===== src/rtl/shift_latch_receiver.sv =====
// Receiver for the three-wire shift/latch/data link: synchronises the wires, deserialises, latches words.
// Optional macro SHIFT_LATCH_RX_STRICT_EN rejects latches whose shift count differs from WIDTH.
module shift_latch_receiver #(
    parameter int WIDTH       = 8,
    parameter int SYNC_STAGES = 2
) (
    input  logic             sysclk,
    input  logic             reset,
    input  logic             shift,
    input  logic             latch,
    input  logic             data,
    output logic [WIDTH-1:0] q,
    output logic             q_valid,
    output logic [3:0]       bit_count,
    output logic             frame_err
);
    localparam logic [3:0] CNT_SAT = 4'(WIDTH + 1);

    logic [SYNC_STAGES-1:0] shift_sync;
    logic [SYNC_STAGES-1:0] latch_sync;
    logic [SYNC_STAGES-1:0] data_sync;
    logic                   shift_hist;
    logic                   latch_hist;
    logic                   shift_rise;
    logic                   latch_rise;
    logic [WIDTH-1:0]       sreg;
    logic [WIDTH-1:0]       sreg_next;
    logic [3:0]             count_next;

    // data shares the control wires' sync depth so it stays aligned with the shift edge
    always_ff @(posedge sysclk or posedge reset) begin
        if (reset) begin
            shift_sync <= '0;
            latch_sync <= '0;
            data_sync  <= '0;
            shift_hist <= 1'b0;
            latch_hist <= 1'b0;
        end else begin
            shift_sync <= {shift_sync[SYNC_STAGES-2:0], shift};
            latch_sync <= {latch_sync[SYNC_STAGES-2:0], latch};
            data_sync  <= {data_sync[SYNC_STAGES-2:0], data};
            shift_hist <= shift_sync[SYNC_STAGES-1];
            latch_hist <= latch_sync[SYNC_STAGES-1];
        end
    end

    // Post-shift values, so a latch in the same cycle as a shift sees the shifted word and count
    always_comb begin
        shift_rise = shift_sync[SYNC_STAGES-1] & ~shift_hist;
        latch_rise = latch_sync[SYNC_STAGES-1] & ~latch_hist;
        sreg_next  = sreg;
        count_next = bit_count;
        if (shift_rise) begin
            sreg_next = {data_sync[SYNC_STAGES-1], sreg[WIDTH-1:1]};
            if (bit_count != CNT_SAT) begin
                count_next = bit_count + 4'd1;
            end
        end
    end

`ifdef SHIFT_LATCH_RX_STRICT_EN
    localparam logic [3:0] CNT_FULL = 4'(WIDTH);

    always_ff @(posedge sysclk or posedge reset) begin
        if (reset) begin
            sreg      <= '0;
            q         <= '0;
            q_valid   <= 1'b0;
            bit_count <= '0;
            frame_err <= 1'b0;
        end else begin
            sreg      <= sreg_next;
            q_valid   <= 1'b0;
            frame_err <= 1'b0;
            if (latch_rise) begin
                bit_count <= '0;
                if (count_next == CNT_FULL) begin
                    q       <= sreg_next;
                    q_valid <= 1'b1;
                end else begin
                    frame_err <= 1'b1;
                end
            end else begin
                bit_count <= count_next;
            end
        end
    end
`else
    always_ff @(posedge sysclk or posedge reset) begin
        if (reset) begin
            sreg      <= '0;
            q         <= '0;
            q_valid   <= 1'b0;
            bit_count <= '0;
        end else begin
            sreg    <= sreg_next;
            q_valid <= 1'b0;
            if (latch_rise) begin
                bit_count <= '0;
                q         <= sreg_next;
                q_valid   <= 1'b1;
            end else begin
                bit_count <= count_next;
            end
        end
    end

    assign frame_err = 1'b0;
`endif

endmodule

===== config.mk =====
export PLATFORM = sky130hd
export DESIGN_NAME = shift_latch_receiver
export DESIGN_NICKNAME = d
export VERILOG_FILES = /design/src/rtl/shift_latch_receiver.sv
export SDC_FILE = /design/constraint.sdc
export NUM_CORES = 1
export LEC_CHECK = 0
export BUFFER_PORTS_ARGS = -buffer_cell sky130_fd_sc_hd__buf_2
export CAP_MARGIN = 20
export CORE_ASPECT_RATIO = 1.25
export CORE_MARGIN = 1
export CORE_UTILIZATION = 40
export DETAILED_ROUTE_END_ITERATION = 8
export GPL_TIMING_DRIVEN = 0
export PLACE_DENSITY = 0.66
export SYNTH_ARGS = -nofsm -noshare
export SYNTH_HDL_FRONTEND = slang
export SYNTH_SLANG_ARGS = --single-unit
export TNS_END_PERCENT = 50

===== constraint.sdc =====
create_clock -name sysclk -period 3.1 [get_ports sysclk]
set_input_delay 0.465 -clock sysclk [delete_from_list [all_inputs] [get_ports sysclk]]
set_output_delay 0.465 -clock sysclk [all_outputs]
set_load 0.005 [all_outputs]

==> flow_summary.json <==
{
  "cp-endpoint": "bit_count[1]",
  "ir_drop_mv": 0.346,
  "finalInstanceArea_sq_mm": 0.00132,
  "ant_nets": 0,
  "setup_viol": 0,
  "yosysUniqueCellTypes": 21,
  "synth_compound_area_share_pct": 2.70,
  "grt.total_usage_pct": 11.1,
  "antenna_found_initial": 0,
  "die_w_microns": 49.2,
  "dpl_cell_area_sq_mm": 0.00124,
  "r2r_end": "bit_count[1]",
  "clkTransAtPathRegs_ps": 80,
  "yosys_warnings": 0,
  "r2r_cells": 4,
  "drc": 0,
  "status": "finished, final reports clean",
  "core_area_sq_mm": 0.00265,
  "cts_max_path_buffers": 2,
  "finalClockSkew_ps": 5.15,
  "cap_violations": 0,
  "cts_buffers": 5,
  "grt_max_degree": 30,
  "area_growth_pct": 18.9,
  "wire_per_inst_microns": 11.5,
  "grt_pass1_wl_mm": 2.30,
  "period_minus_slack_ps": 1410,
  "hold_buffers": 0,
  "slowest_stage": "dfrtp_1",
  "rsz0062_at_grt": "no",
  "gp_congestion": 0.768,
  "synthMuxAreaShare_pct": 19.8,
  "synth-simple-area-share_pct": 6.52,
  "grt_remaining_overflow": 0,
  "path_max_fanout": 6,
  "htreeDepth": 2,
  "cp-start-kind": "register",
  "p_per_area_mw_per_mm2": 722,
  "drtPass1Iterations": 4,
  "hold_violations": 0,
  "max_stage_delay_ps": 440,
  "drv_slew": 0,
  "cts_tree": "yes",
  "initial_core_util_pct": 41.9,
  "crit_path_end_kind": "register",
  "critPathKind": "register to register",
  "crit_path_start": "bit_count[0]",
  "hold_slack_ps": 56.1,
  "synth_top_family_by_area": "multiplexers",
  "postLayoutCoreUtil_pct": 49.8,
  "cts_root_buf": "clkbuf_4",
  "die_height_microns": 61.0,
  "async_flop_share_pct": 100,
  "post_synth_fa_ha_maj_area_fraction_pct": 2.25,
  "num_vias": 616,
  "max_freq_ghz": 0.709,
  "port_buffers": 17,
  "wirelength_mm": 1.51,
  "min_path_type": "input port to async pin",
  "reg2reg_from": "bit_count[0]",
  "clock_latency_ps": 310,
  "clock-sinks": 29,
  "drt_iter0_markers": 13,
  "regToRegSetupSlack_ps": 1690,
  "final_cells": 131,
  "synth-edff-count": 0,
  "diodes": 0,
  "dp_slack_ps": 1640,
  "postSynthAreaPerCell_sq_um": 15.4,
  "dpl.hpwl_mm": 1.00,
  "synth_nets": 79,
  "synth_seq_cells": 29,
  "synth_cells": 72,
  "grt_pass1_vias": 541,
  "io_pins": 19,
  "ys.flop_type": "dfrtp_1",
  "syn_area_sq_mm": 0.00111,
  "die-area_sq_mm": 0.00300,
  "fin_setup_tns_ps": 0,
  "worstPathCellList": "ha_1, and3b_1, or4_1, o21ai_0",
  "final_layout_size_suffix_gt1_share_pct": 45.4,
  "cts_resized": 0,
  "p_leak_nw": 0.666,
  "placedCellCount": 123,
  "cp_data_arrival_time_ps": 1640,
  "cts_setup_buffers": 0,
  "cp_data_required_time_ps": 3330,
  "p_total_mw": 0.955,
  "via_per_inst": 4.70,
  "synth-seq-area-share_pct": 65.2,
  "synth_xor_area_share_pct": 0,
  "n_fill_cell": 243,
  "nNetsFinal": 104,
  "setup_ws_ps": 1690,
  "min_period_over_period_pct": 45.5,
  "rows": 21
}
## final cells by class
cell class / count / area (sq um) / share of cell area [%]
Sequential cell: 29 / 726 / 54.9
Multi-Input combinational cell: 37 / 352 / 26.6
Timing Repair Buffer: 18 / 113 / 8.51
Clock buffer: 7 / 55.1 / 4.16
Tap cell: 34 / 42.5 / 3.22
Buffer: 3 / 23.8 / 1.80
Inverter: 3 / 11.3 / 0.851
## registers in the layout (all words and copies together) (netlist names)
name        count
data_sync       2
q_valid         1
sreg            8
latch_sync      2
shift_hist      1
q               8
bit_count       4
latch_hist      1
shift_sync      2
## layout by cell type (no fill, tap or decap), drive strengths merged
cell	n
mux2	16
conb	1
or3	2
or4	1
inv	3
nand3	1
a21oi	3
mux2i	1
o21ai	3
and3b	1
buf	21
nand2	1
nand3b	1
dfrtp	29
nor2	2
clkbuf	7
nand2b	2
ha	2
## per-layer routing
| metal | up-vias | global-route usage [%] | share of wire, % |
|---|---|---|---|
| met5 | - | 0 | 0 |
| met4 | 0 | 8.40 | 1.9 |
| met3 | 5 | 5.26 | 5.6 |
| met2 | 22 | 15.3 | 45 |
| met1 | 294 | 13.5 | 48 |
| li1 | 295 | - | - |
## critical path: cells and delay by family (launching register included)
family | cells | cell delay [ps]
compound gates | 1 | 80
fa+ha+maj | 1 | 230
simple gates | 2 | 580
flops | 1 | 440
## worst min path at each step
stage,endpoint,start,cells after the start
finish,latch_sync[1],reset,2
global route,latch_sync[0],reset,2
CTS,shift_sync[0],shift,1
detailed placement,shift_sync[1],shift_sync[0],0
global placement,shift_sync[1],shift_sync[0],0
floorplan,data_sync[1],data_sync[0],0
## report_power, final
part	switching, mW	leakage, nW	internal [mW]
Sequential	0.0454	0.353	0.473
Clock	0.115	0.0314	0.107
Combinational	0.0739	0.282	0.141
Total	0.234	0.666	0.721
## synthesized netlist by cell type, types with 2 or more instances
cell     count  area [sq um]
or3_1        2          12.5
nor2_1       2          7.51
mux2_2       8          90.1
dfrtp_1     29           726
o21ai_0      3          15.0
inv_1        3          11.3
mux2_4       8           120
a21oi_1      3          15.0
ha_1         2          25.0
## cell families after synthesis
logic type,count (synthesis)
flip-flops,29
multiplexers,17
AND/OR/NAND/NOR,11
AO/OA/AOI/OAI,6
buffers and inverters,6
adder cells (fa/ha/maj),2
other,1
(Power assumes the default switching activity.)
